File: config.mk
export PLATFORM = sky130hd
export DESIGN_NAME = unaligned_line_reader
export DESIGN_NICKNAME = d
export VERILOG_FILES = /design/src/rtl/unaligned_line_reader.sv
export SDC_FILE = /design/constraint.sdc
export NUM_CORES = 1
export LEC_CHECK = 0
export CAP_MARGIN = 10
export CORE_MARGIN = 8
export CORE_UTILIZATION = 45
export CTS_BUF_LIST = sky130_fd_sc_hd__clkbuf_16
export DETAILED_ROUTE_END_ITERATION = 8
export HOLD_SLACK_MARGIN = 0.08
export PLACE_DENSITY = 0.77
export RECOVER_POWER = 25
export SKIP_LAST_GASP = 1
export SLEW_MARGIN = 10
export SYNTH_ARGS = -nofsm -noshare
export SYNTH_HDL_FRONTEND = slang
export SYNTH_SLANG_ARGS = --single-unit
File: constraint.sdc
create_clock -name clk -period 2.3 [get_ports clk]
set_input_delay 0.46 -clock clk [delete_from_list [all_inputs] [get_ports clk]]
set_output_delay 0.46 -clock clk [all_outputs]
set_load 0.01 [all_outputs]
File: src/rtl/unaligned_line_reader.sv
// Read-side byte realigner for the 128-bit line RAM: returns a word whose byte 0 is the requested byte.
// Define UNALIGNED_SPLIT_EN to fetch and merge two lines for nonzero offsets; otherwise one line is rotated.
module unaligned_line_reader #(
  parameter int ADDR_W = 19,
  parameter int DATA_W = 128,
  parameter int OFF_W  = 4
) (
  input  logic                    clk,
  input  logic                    rst,
  input  logic                    req_valid,
  output logic                    req_ready,
  input  logic [ADDR_W+OFF_W-1:0] req_addr,
  output logic                    rd_en,
  output logic [ADDR_W-1:0]       rd_addr,
  input  logic [DATA_W-1:0]       rd_data,
  output logic                    resp_valid,
  output logic [DATA_W-1:0]       resp_data,
  output logic                    busy
);

`ifdef UNALIGNED_SPLIT_EN
  localparam bit SPLIT_EN = 1'b1;
`else
  localparam bit SPLIT_EN = 1'b0;
`endif

  typedef enum logic [2:0] {IDLE, RD0, RD1, CAP, RESP} state_t;

  state_t                state, state_nxt;
  logic [ADDR_W-1:0]     line_q;
  logic [OFF_W-1:0]      off_q;
  logic [OFF_W+2:0]      shift_amt;
  logic [2*DATA_W-1:0]   src;
  logic [DATA_W-1:0]     realigned;
  logic                  split_now;

  assign shift_amt = {off_q, 3'b000};
  assign split_now = SPLIT_EN && (off_q != '0);

  // Doubling a single line turns the right shift into a circular rotate; in CAP the
  // low half is the first line so the shift pulls bytes across the line boundary.
`ifdef UNALIGNED_SPLIT_EN
  logic [DATA_W-1:0] l0;
  assign src = (state == CAP) ? {rd_data, l0} : {rd_data, rd_data};
`else
  assign src = {rd_data, rd_data};
`endif

  assign realigned = DATA_W'(src >> shift_amt);

  always_ff @(posedge clk) begin
    if (rst) begin
      state     <= IDLE;
      line_q    <= '0;
      off_q     <= '0;
      resp_data <= '0;
`ifdef UNALIGNED_SPLIT_EN
      l0        <= '0;
`endif
    end else begin
      state <= state_nxt;
      case (state)
        IDLE: begin
          if (req_valid) begin
            line_q <= req_addr[ADDR_W+OFF_W-1:OFF_W];
            off_q  <= req_addr[OFF_W-1:0];
          end
        end
        RD1: begin
`ifdef UNALIGNED_SPLIT_EN
          l0 <= rd_data;
`endif
          if (!split_now) resp_data <= realigned;
        end
        CAP:     resp_data <= realigned;
        default: ;
      endcase
    end
  end

  always_comb begin
    state_nxt  = state;
    req_ready  = 1'b0;
    rd_en      = 1'b0;
    rd_addr    = '0;
    resp_valid = 1'b0;
    busy       = (state != IDLE);
    case (state)
      IDLE: begin
        req_ready = !rst;
        if (req_valid) state_nxt = RD0;
      end
      RD0: begin
        rd_en     = 1'b1;
        rd_addr   = line_q;
        state_nxt = RD1;
      end
      RD1: begin
        if (split_now) begin
          rd_en     = 1'b1;
          rd_addr   = line_q + ADDR_W'(1);
          state_nxt = CAP;
        end else begin
          state_nxt = RESP;
        end
      end
      CAP:  state_nxt = RESP;
      RESP: begin
        resp_valid = 1'b1;
        state_nxt  = IDLE;
      end
      default: state_nxt = IDLE;
    endcase
  end

endmodule
=== Yosys cells after proc, flatten, opt, wreduce, memory -nomap -nowiden ===
Index checks and enable logic that the tools add are counted.
Widths: inputs -> output; s select.

* Logic and storage cells: 21
* Memory bits (writable): 0
* Bits in registers: 154
* Bits in latches: 0
* Memory bits (read-only): 0
* Input port bits: 154
* Output and inout port bits: 151
* Memories: 0

* Div/mod/pow operators: 0
* Add/subtract/negate cells: 0
* Mux-type cells: 6
* Reduce and logical (&&, ||, !) cells: 5
* Shift operators: 1
* Eq/ne operators: 5
* Bitwise logic cells: 0
* $lt $le $gt $ge: 0
* Multiply operators: 0

{| class="wikitable"
|+ Operators by type and width
! operator !! number
|-
| $shr 256x7->128 || 1
|-
| $mux 19 || 1
|-
| $pmux 3 s3 || 1
|-
| $eq 3x2->1 const B || 2
|-
| $eq 3x1->1 const B || 1
|-
| $eq 3x3->1 const B || 1
|-
| $logic_not 3->1 || 1
|-
| $mux 1 || 3
|-
| $mux 3 || 1
|-
| $reduce_bool 3->1 || 1
|-
| $ne 2x2->1 const B || 1
|-
| $reduce_and 2->1 || 1
|-
| $reduce_or 2->1 || 1
|-
| $logic_not 1->1 || 1
|}

=== Longest topological paths before layout ===
* Depth after elaboration: 3
* Gate-level depth with buffers: 6
* Gate-level depth less buffers: 3

=== Worst setup path before layout ===
OpenSTA, ideal clock, no wires.

* Path type: register to register
* From: register off_q[1]
* To: register resp_data[47]
* Buffers on the path: 2
* Arrival time: 1.499 ns
* Period minus slack after synthesis: 1.636 ns
* Data required time: 2.162 ns
* Cell stages (with the launch flop): 6
* Slack: 0.664 ns
* Setup time: 0.138 ns
* Cell sequence: dfxtp_1 > buf_4 > buf_6 > mux4_2 > mux2i_1 > o221ai_1

* Word-level cells in the longest chain between the ends: 1

{| class="wikitable"
|+ Ends and longest elaborated chain
! element !! RTL line !! RTL
|-
| from (decl) || 31 || <nowiki>logic [OFF_W-1:0] off_q;</nowiki>
|-
| from (signal assigned) || 66 || <nowiki>off_q <= req_addr[OFF_W-1:0];</nowiki>
|-
| $shr 256x7->128 || 49 || <nowiki>assign realigned = DATA_W'(src >> shift_amt);</nowiki>
|-
| to (signal assigned) || 73 || <nowiki>if (!split_now) resp_data <= realigned;</nowiki>
|-
| to (signal assigned) || 75 || <nowiki>CAP: resp_data <= realigned;</nowiki>
|-
| to (decl) || 17 || <nowiki>output logic [DATA_W-1:0] resp_data,</nowiki>
|}

No other way between the ends.
A chain may end at the register's enable or synchronous reset.

=== Final worst setup path ===
* From: register state[1]
* To: output rd_addr[2]

* Word-level cells in the longest chain between the ends: 2

{| class="wikitable"
|+ Ends and longest elaborated chain
! element !! RTL line !! RTL
|-
| from (decl) || 29 || <nowiki>state_t state, state_nxt;</nowiki>
|-
| from (signal assigned) || 61 || <nowiki>state <= state_nxt;</nowiki>
|-
| $eq 3x1->1 || 88 || <nowiki>case (state)</nowiki>
|-
| $mux 19 || - ||
|-
| to (decl) || 14 || <nowiki>output logic [ADDR_W-1:0] rd_addr,</nowiki>
|}

No other way between the ends.

==> metrics.txt <==
Power Density=approximately 560 nW/um^2; sequential area share after synthesis=approximately 30%; Max-Cap Viols=0; Tot GR Track Use=27.8%; Die Y=168 microns; setup slack after layout=-55.7 ps; Power Total=8.01 mW; failing checks=negative setup slack; largest net degree at the start of global routing=152; Placer Congestion=0.894; # port buffers=304; initial antenna violation count=6; Post-synth EDFFs=0; P_leak=~4.9 nW; WP data required=1840 ps; post-layout instance count excluding filler cells=1426; drt wl/cell=28.1 microns; Startpoint Class=flop; # fillers=1773; GRT overflow=0; Final setup viols=6; Post-Syn Area=10400 sq um; Die W=168 microns; DPL Wire Length=30900 microns; Max Freq=about 420 MHz; Setup crit end kind=primary output; Reg2Reg Setup Slack=80 ps; first-pass GRT wire length=approximately 60000 microns; clk_lat worst skew=between 400 and 500 ps; Yosys reg bits=154; status=complete, but fails checks; CTS tree=done; largest cells by area after synthesis=dfxtp_1 (30%), mux4_2 (28%), mux2i_1 (12%); max layer used=met5; type of the worst setup path=flop to primary output; cell taking the most area after synthesis=dfxtp_1; Via-to-Cell Ratio=6.66; First DRT Iteration DRCs=around 1200; vias post-DR=9493; synthesized net count=1029; commonest cells in the netlist=dfxtp_1 (154), mux2i_1 (128), mux4_2 (128), nand3b_1 (128), o221ai_1 (128); Placement Setup Slack=around 230 ps; Worst-path clk slew=70 ps; IO Count=about 310; Primary FF master, synth=dfxtp_1; Initial Util=45.7%; top-count cell post-synth=dfxtp_1; synthesis-to-layout area growth=38.8%; fin nets=approximately 1300; HP Class=input pin to flop; fin util=63.5%; maximum VDD drop=520 uV; DRT Wirelength=40100 microns; die area=28100 sq um; peak fanout along the critical path=11; layout cells sized above 1=18.3%; TritonCTS Buffers=17; Slew headroom=57.6%; Antenna Nets Post-Route=0; met1 WL=15100 microns; WL met3=roughly 5100 microns; CTS Buffer Depth=2; Slew Viols, Final=0; ordered list of cells on the worst path=nor3b_4 -> buf_6 -> and2_1 -> clkdlybuf4s50_1; CP peak stage delay=roughly 530 ps; Hold Fails Final Rpt=0; top cell type's share of synthesized area=29.8%; Syn Area/Cell=11.8 sq um; core area=22600 sq um; slowest cell on the critical path=clkdlybuf4s50_1; Final min period=between 2000 and 2500 ps; Worst Tran Pin Value=between 600 and 700 ps; drt first pass iters=6; Root Buffer=clkbuf_16; post-synth cell types=20; final worst-path cycle share=102%; final hold slack=266 ps; Worst Skew=10.2 ps; routed length on met2=18300 microns; row count=55; DRC errors left=0; unrepaired setup endpoints after global routing=true; Inst Count DP=roughly 1400; post-synthesis instance total=875; clk sinks=roughly 150; synth warn=0; ys async rst share=0%; critical path arrival=about 1900 ps; vias in the first global route=9410; # H-tree levels=4
==> timing repair <==
item,4_1_cts,5_1_grt
hold buffers,0,0
gates resized for setup,20,6
setup endpoints to repair,21,11
setup buffers,4,0
gates cloned,1,0
pin swaps,1,0
==> power by group <==
part | switching, mW | internal, mW | leakage, nW
registers | 0.0875 | 2.79 | 1.25
clock network | 1.25 | 1.69 | 0.293
logic | 1.06 | 1.13 | 3.39
total | 2.40 | 5.60 | 4.93
==> placed cells by master (no fill, tap or decap), types with 23 or more instances in the layout <==
| master | netlist | final |
|---|---|---|
| nand3b_1 | 128 | 128 |
| a21oi_1 | 23 | 23 |
| nand2_1 | 47 | 46 |
| o221ai_1 | 128 | 128 |
| dfxtp_1 | 154 | 148 |
| mux4_2 | 128 | 128 |
| mux2i_1 | 128 | 128 |
| clkdlybuf4s50_1 | 0 | 241 |
| dlygate4sd3_1 | 0 | 47 |
==> critical path: cells and delay by family, from the launching register on <==
family	cells	cell delay, ps
flip-flops	1	360
AND/OR/NAND/NOR	2	400
buffers and inverters	2	700
==> flip-flops by register name (all words and copies together) (netlist names) <==
register,count
line_q,19
off_q,4
resp_data,128
state,3
==> through the flow <==
step	TNS [ps]	area [sq um]
finish	-289	14400
global route	-862	14400
CTS	-885	14400
detailed placement	0	13700
global placement	0	13700
floorplan	0	10400
==> cells by family (layout without fill, tap and decap cells) <==
family / count (synthesis) / in the layout / share of synthesized area, %
other: 0 / 1 / 0
multiplexers: 256 / 256 / 40.2
buffers and inverters: 109 / 374 / 5.08
AND/OR/NAND/NOR: 205 / 205 / 13.0
AO/OA/AOI/OAI: 151 / 151 / 11.9
flip-flops: 154 / 154 / 29.8
==> metal layers <==
metal / track usage (%) / up-vias
li1: - / 4126
met1: 33.8 / 4761
met2: 43.2 / 526
met3: 11.8 / 70
met4: 11.1 / 10
met5: 0 / -
==> layout make-up <==
| cell class | count | area [sq um] | area share, % |
|---|---|---|---|
| clock buffer | 18 | 450 | 3.14 |
| sequential | 154 | 3100 | 21.6 |
| antenna | 1 | 2.50 | 0.0174 |
| multi-input combinational | 612 | 6790 | 47.2 |
| tap | 285 | 357 | 2.48 |
| clock inverter | 14 | 156 | 1.09 |
| timing repair buffer | 342 | 3510 | 24.5 |
==> worst paths after layout <==
| path | start | depth (start not counted) | endpoint |
|---|---|---|---|
| max reg2reg | off_q[1] | 4 | resp_data[97] |
| max | state[1] | 4 | rd_addr[2] |
| min reg2reg | line_q[3] | 2 | line_q[3] |
| min | rst | 2 | line_q[18] |
Note: power is estimated with default switching activity, not from simulation.
